--- src/rtl/uart_rx_fifo_if.sv ---
// uart_rx_fifo_if: bundles the receive-side push, the consumer pop/clear
// strobes and the FIFO status outputs of uart_rx_fifo.
//
// Handshake semantics: rx_byte_ready is a level from the receiver, and
// rx_byte is valid whenever it is high. The FIFO accepts one byte per rising
// edge of that level, so it has no ready back-pressure. Overflow is signalled
// through the sticky overrun flag. pop and clr_overrun are single-cycle
// strobes from the consumer. head_byte is meaningful only while empty is low.
interface uart_rx_fifo_if #(
  parameter int ADDR_W = 4
);
  logic [7:0]    rx_byte;
  logic          rx_byte_ready;
  logic          pop;
  logic          clr_overrun;
  logic [7:0]    head_byte;
  logic          empty;
  logic          full;
  logic [ADDR_W:0] count;
  logic          overrun;

  // Producer/consumer side: drives the strobes and reads the status.
  modport master (
    output rx_byte, rx_byte_ready, pop, clr_overrun,
    input  head_byte, empty, full, count, overrun
  );

  // FIFO side.
  modport slave (
    input  rx_byte, rx_byte_ready, pop, clr_overrun,
    output head_byte, empty, full, count, overrun
  );
endinterface

--- src/rtl/uart_rx_fifo.sv ---
// uart_rx_fifo: first-word-fall-through byte FIFO behind uart_rx.
// A rising edge of rx_byte_ready pushes one byte. pop discards the head
// entry. overrun is a sticky flag that is set when a byte arrives while
// the FIFO is full.
// Optional feature: define UART_RX_FIFO_OVERWRITE_EN so that a push into a
// full FIFO replaces the oldest byte. Without the macro, the incoming byte
// is dropped.
module uart_rx_fifo #(
  parameter int ADDR_W = 4
) (
  input logic          clk,
  input logic          rst_n,
  uart_rx_fifo_if.slave bus
);

  localparam logic [ADDR_W:0]   DEPTH_CNT = {1'b1, {ADDR_W{1'b0}}};
  localparam logic [ADDR_W:0]   CNT_ONE   = (ADDR_W + 1)'(1);
  localparam logic [ADDR_W-1:0] PTR_ONE   = ADDR_W'(1);

  // Storage is not reset. Only the pointers and the count define validity.
  logic [7:0]        mem_q [2**ADDR_W];

  logic              rdy_q, rdy_d;
  logic [ADDR_W-1:0] wr_ptr_q, wr_ptr_d;
  logic [ADDR_W-1:0] rd_ptr_q, rd_ptr_d;
  logic [ADDR_W:0]   count_q, count_d;
  logic              overrun_q, overrun_d;

  logic              empty;
  logic              full;
  logic              push_evt;
  logic              pop_ok;
  logic              push_room;
  logic              overflow;
  logic              wr_en;
  logic              rd_adv;

  // Status flags decode straight from the registered count.
  always_comb begin
    empty = (count_q == '0);
    full  = (count_q == DEPTH_CNT);
  end

  // Classify this cycle's push and pop, then derive the next pointer, count and flag values.
  always_comb begin
    push_evt  = bus.rx_byte_ready & ~rdy_q;
    pop_ok    = bus.pop & ~empty;
    // A full FIFO still takes a push when a pop frees the head in the same cycle.
    push_room = push_evt & (~full | bus.pop);
    overflow  = push_evt & full & ~bus.pop;

`ifdef UART_RX_FIFO_OVERWRITE_EN
    // When overwriting, the new byte goes to the oldest slot. The read pointer
    // moves past that slot, so the count stays at DEPTH.
    wr_en  = push_room | overflow;
    rd_adv = pop_ok | overflow;
`else
    wr_en  = push_room;
    rd_adv = pop_ok;
`endif

    rdy_d    = bus.rx_byte_ready;
    wr_ptr_d = wr_en  ? (wr_ptr_q + PTR_ONE) : wr_ptr_q;
    rd_ptr_d = rd_adv ? (rd_ptr_q + PTR_ONE) : rd_ptr_q;

    count_d = count_q;
    if (push_room && !pop_ok) begin
      count_d = count_q + CNT_ONE;
    end else if (!push_room && pop_ok) begin
      count_d = count_q - CNT_ONE;
    end

    // If set and clear happen in the same cycle, set wins.
    overrun_d = overrun_q;
    if (overflow) begin
      overrun_d = 1'b1;
    end else if (bus.clr_overrun) begin
      overrun_d = 1'b0;
    end
  end

  // Control state register. rdy_q resets high, so a ready level that is held
  // across reset release does not push a byte.
  always_ff @(posedge clk) begin
    if (!rst_n) begin
      rdy_q     <= 1'b1;
      wr_ptr_q  <= '0;
      rd_ptr_q  <= '0;
      count_q   <= '0;
      overrun_q <= 1'b0;
    end else begin
      rdy_q     <= rdy_d;
      wr_ptr_q  <= wr_ptr_d;
      rd_ptr_q  <= rd_ptr_d;
      count_q   <= count_d;
      overrun_q <= overrun_d;
    end
  end

  // Byte storage write port. Reset blocks any write in that cycle.
  always_ff @(posedge clk) begin
    if (rst_n && wr_en) begin
      mem_q[wr_ptr_q] <= bus.rx_byte;
    end
  end

  assign bus.head_byte = mem_q[rd_ptr_q];
  assign bus.empty     = empty;
  assign bus.full      = full;
  assign bus.count     = count_q;
  assign bus.overrun   = overrun_q;

endmodule

--- src/flat_wrapper.sv ---
// flat-port wrapper written by rule: the top's interface ports become plain ports
module uart_rx_fifo_flat 
#(
  parameter int ADDR_W = 4
)
  (clk, rst_n, bus_rx_byte, bus_rx_byte_ready, bus_pop, bus_clr_overrun, bus_head_byte, bus_empty, bus_full, bus_count, bus_overrun);
  uart_rx_fifo_if #(.ADDR_W(ADDR_W)) bus_i ();
  input logic clk;
  input logic rst_n;
  input wire logic [$bits(bus_i.rx_byte)-1:0] bus_rx_byte;
  input wire logic [$bits(bus_i.rx_byte_ready)-1:0] bus_rx_byte_ready;
  input wire logic [$bits(bus_i.pop)-1:0] bus_pop;
  input wire logic [$bits(bus_i.clr_overrun)-1:0] bus_clr_overrun;
  output wire logic [$bits(bus_i.head_byte)-1:0] bus_head_byte;
  output wire logic [$bits(bus_i.empty)-1:0] bus_empty;
  output wire logic [$bits(bus_i.full)-1:0] bus_full;
  output wire logic [$bits(bus_i.count)-1:0] bus_count;
  output wire logic [$bits(bus_i.overrun)-1:0] bus_overrun;
  assign bus_i.rx_byte = bus_rx_byte;
  assign bus_i.rx_byte_ready = bus_rx_byte_ready;
  assign bus_i.pop = bus_pop;
  assign bus_i.clr_overrun = bus_clr_overrun;
  assign bus_head_byte = bus_i.head_byte;
  assign bus_empty = bus_i.empty;
  assign bus_full = bus_i.full;
  assign bus_count = bus_i.count;
  assign bus_overrun = bus_i.overrun;
  uart_rx_fifo #(.ADDR_W(ADDR_W)) u_core (.clk(clk), .rst_n(rst_n), .bus(bus_i));
endmodule
--- config.mk ---
export PLATFORM = sky130hd
export DESIGN_NAME = uart_rx_fifo_flat
export DESIGN_NICKNAME = d
export VERILOG_FILES = /design/src/rtl/uart_rx_fifo_if.sv /design/src/rtl/uart_rx_fifo.sv /design/src/flat_wrapper.sv
export SDC_FILE = /design/constraint.sdc
export NUM_CORES = 1
export LEC_CHECK = 0
export CORE_AREA = 4 4 135 137
export CTS_CLUSTER_DIAMETER = 120
export DETAILED_ROUTE_END_ITERATION = 7
export DIE_AREA = 0 0 139 141
export GPL_TIMING_DRIVEN = 0
export SYNTH_ARGS = -nofsm -noshare
export SYNTH_HDL_FRONTEND = slang
export SYNTH_SLANG_ARGS = --single-unit
export TNS_END_PERCENT = 5
--- constraint.sdc ---
create_clock -name clk -period 2.8 [get_ports clk]
set_input_delay 0.56 -clock clk [delete_from_list [all_inputs] [get_ports clk]]
set_output_delay 0.56 -clock clk [all_outputs]
set_load 0.1 [all_outputs]
==> flow_metrics.env <==
export IMPL_outcome="completed"
export IMPL_area_growth_syn_to_layout_pct=21.4
export IMPL_setup_ws_ps=91.7
export IMPL_placed_cell_area_um2=6390
export IMPL_synthesis_nets=339
export IMPL_grt_pass1_wl_um=18400
export IMPL_cp_arrival_ps=2150
export IMPL_grt_use_total_pct=12.7
export IMPL_synth_top_family_by_area="multiplexers"
export IMPL_fmax_mhz=369
export IMPL_async_reset_ff_share_pct=0
export IMPL_grt_max_degree=17
export IMPL_p_leak_nw=2.25
export IMPL_dieWidth_um=139
export IMPL_timing_slew_headroom_pct=32.5
export IMPL_skew_ps=9.04
export IMPL_syn_area_um2=5830
export IMPL_ir_drop_mv=1.54
export IMPL_nNetsFinal=389
export IMPL_drive_gt1_share_pct=26.5
export IMPL_wl_met2_um=5640
export IMPL_ant_nets=0
export IMPL_port_buffers=28
export IMPL_ys_warn_count=0
export IMPL_synth_top_area_share_pct=65.9
export IMPL_syn_inst=316
export IMPL_die_area_um2=19600
export IMPL_post_route_period_util_pct=96.7
export IMPL_dpl_hpwl_um=7510
export IMPL_antenna_found_initial=0
export IMPL_routed_via_count=2953
export IMPL_path_clk_slew_ps=60
export IMPL_synth_distinct_cells=37
export IMPL_hold_ws_ps=510
export IMPL_synth_simple_gate_area_share_pct=6.10
export IMPL_hp_class="reg2reg"
export IMPL_ys_seq_area_share_pct=72.5
export IMPL_cts_hold_buf=0
export IMPL_drc=0
export IMPL_hold_viol=0
export IMPL_cts_tree="yes"
export IMPL_die_h_um=141
export IMPL_final_max_slew_violation_count=0
export IMPL_start_kind="register"
export IMPL_routed_top_layer="met4"
export IMPL_synth_top_area_cell="edfxtp_1"
export IMPL_syn_mean_instance_area_um2=18.4
export IMPL_drt_met1_wl_um=5120
export IMPL_critical_path_class="reg2out"
export IMPL_diodes=0
export IMPL_design_area_um2=7080
export IMPL_synth_compound_area_share_pct=3.71
export IMPL_wl_per_cell_um=19.1
export IMPL_cts_root_buf="clkbuf_16"
export IMPL_dp_slack_ps=-695
export IMPL_synth_xor_area_share_pct=0.901
export IMPL_synth_edff_count=128
export IMPL_post_synth_fa_ha_maj_area_fraction_pct=2.28
export IMPL_synth_mux_area_share_pct=13.2
export IMPL_drt_first_pass_iters=4
export IMPL_wl_met3_um=607
export IMPL_required_ps=2240
export IMPL_vias_per_cell=4.90
export IMPL_cts_max_level=4
export IMPL_rows=48
export IMPL_routed_wl_um=11500
export IMPL_rsz0062_at_grt="true"
export IMPL_drt_iter0_drc=229
export IMPL_grt_overflow=0
export IMPL_finalSetupViolCount=0
export IMPL_drv_cap=0
export IMPL_clock_path_buffers=2
export IMPL_globalplace_congestion=0.795
export IMPL_yosys_most_used_dff="edfxtp_1"
export IMPL_fin_crit_ps=2710
export IMPL_clock_latency_ps=410
export IMPL_grt_pass1_vias=3095
export IMPL_power_density_nw_per_um2=950
export IMPL_cp_max_fo=10
export IMPL_core_um2=17100
export IMPL_tightest_slew_ps=1010
export IMPL_start_util_pct=34.2
export IMPL_end_kind="output port"
export IMPL_synthTopCellsByArea="edfxtp_1 66%, mux4_2 12%, dfxtp_1 6.5%"
export IMPL_cts_sinks=147
export IMPL_ioPinCount=29
export IMPL_numCtsBuffers=17
export IMPL_ys_ff_latch=147
==> path summary, 6_finish.rpt <==
kind,to,slack [ps],from,depth (start not counted)
worst max register to register,u_core.bus.count[3]$_SDFFE_PN0P_,120,u_core.bus.count[3]$_SDFFE_PN0P_,9
worst min register to register,u_core.wr_ptr_q[3]$_SDFFE_PN0P_,510,u_core.wr_ptr_q[3]$_SDFFE_PN0P_,2
worst max-delay path,bus_head_byte[4],90,register,6
worst min-delay path,u_core.wr_ptr_q[3]$_SDFFE_PN0P_,510,u_core.wr_ptr_q[3]$_SDFFE_PN0P_,2
==> kinds of logic after synthesis <==
group / after synthesis
buffers and inverters: 18
adder cells (fa/ha/maj): 10
XOR/XNOR: 6
multiplexers: 37
flip-flops: 147
AO/OA/AOI/OAI: 29
AND/OR/NAND/NOR: 69
==> power by group <==
group	total (mW)	switching (mW)	leakage [nW]	internal (mW)
Combinational	2.12	1.31	0.687	0.813
Clock	2.06	0.846	0.261	1.22
Sequential	2.54	0.0919	1.31	2.44
==> per-layer routing <==
layer / track usage [%] / up-vias
li1: - / 1357
met1: 17.7 / 1507
met2: 19.3 / 78
met3: 3.73 / 11
met4: 4.43 / 0
met5: 0 / -
==> sequential cells by signal, summed over array words and instances, names as in the netlist, named ones only <==
name	cells
u_core.wr_ptr_q	4
u_core.rdy_q	1
u_core.mem_q	128
u_core.rd_ptr_q	4
u_core.bus.overrun	1
u_core.bus.count	5
==> metrics by stage <==
step                      util [%]  setup TNS, ps  std cells  power [mW]
after floorplan                  -           -364        316        4.11
after global placement        37.5         -12320        569        4.54
after detailed placement      37.5         -15360        569        4.55
after CTS                     40.7          -1010        600        6.62
after global routing          41.5          -12.9        603        7.03
final                         41.5              0        603        6.72
==> layout make-up <==
type                       count  area (µm²)
buffer                        13         114
clock buffer                  19         433
clock inverter                12         108
fill                        1529        9980
inverter                       5        18.8
multi-input combinational    151        1580
sequential                   147        4230
tap                          225         282
timing repair buffer          31         315
==> Yosys cell counts, drive strengths merged, types with 3 or more instances <==
master  instances
dfxtp          19
a22oi          16
nand2b          4
mux4           32
a21oi           3
nand3           8
and2           10
clkbuf          5
xnor2           6
nor2b           7
ha              9
nand2          12
mux2i           5
inv             5
nor2           19
edfxtp        128
buf             8
==> worst max-delay path, stage by stage (launching register included) <==
cell and delay, ps:
dfxtp_1 330, buf_6 160, buf_12 160, mux4_2 500, a22oi_1 220, nand2_1 150
buf_6 210
==> layout by cell type, fill, tap and decap left out, drive strengths merged, types with 3 or more instances in the layout <==
| cell type | netlist | final |
|---|---|---|
| xnor2 | 6 | 6 |
| ha | 9 | 9 |
| nor2 | 19 | 19 |
| mux2i | 5 | 5 |
| clkinv | 0 | 6 |
| dfxtp | 19 | 19 |
| nand3 | 8 | 8 |
| nand2b | 4 | 4 |
| mux4 | 32 | 32 |
| edfxtp | 128 | 128 |
| nand2 | 12 | 12 |
| nor2b | 7 | 7 |
| a21oi | 3 | 3 |
| clkbuf | 5 | 25 |
| buf | 8 | 18 |
| inv | 5 | 8 |
| and2 | 10 | 10 |
| clkdlybuf4s50 | 0 | 18 |
| a22oi | 16 | 16 |
==> timing repair <==
action,CTS,global route
pin swaps,0,1
setup buffers,0,3
setup endpoints to repair,12,10
gates resized for setup,60,37
No activity file was read; power rests on OpenSTA's default activity.
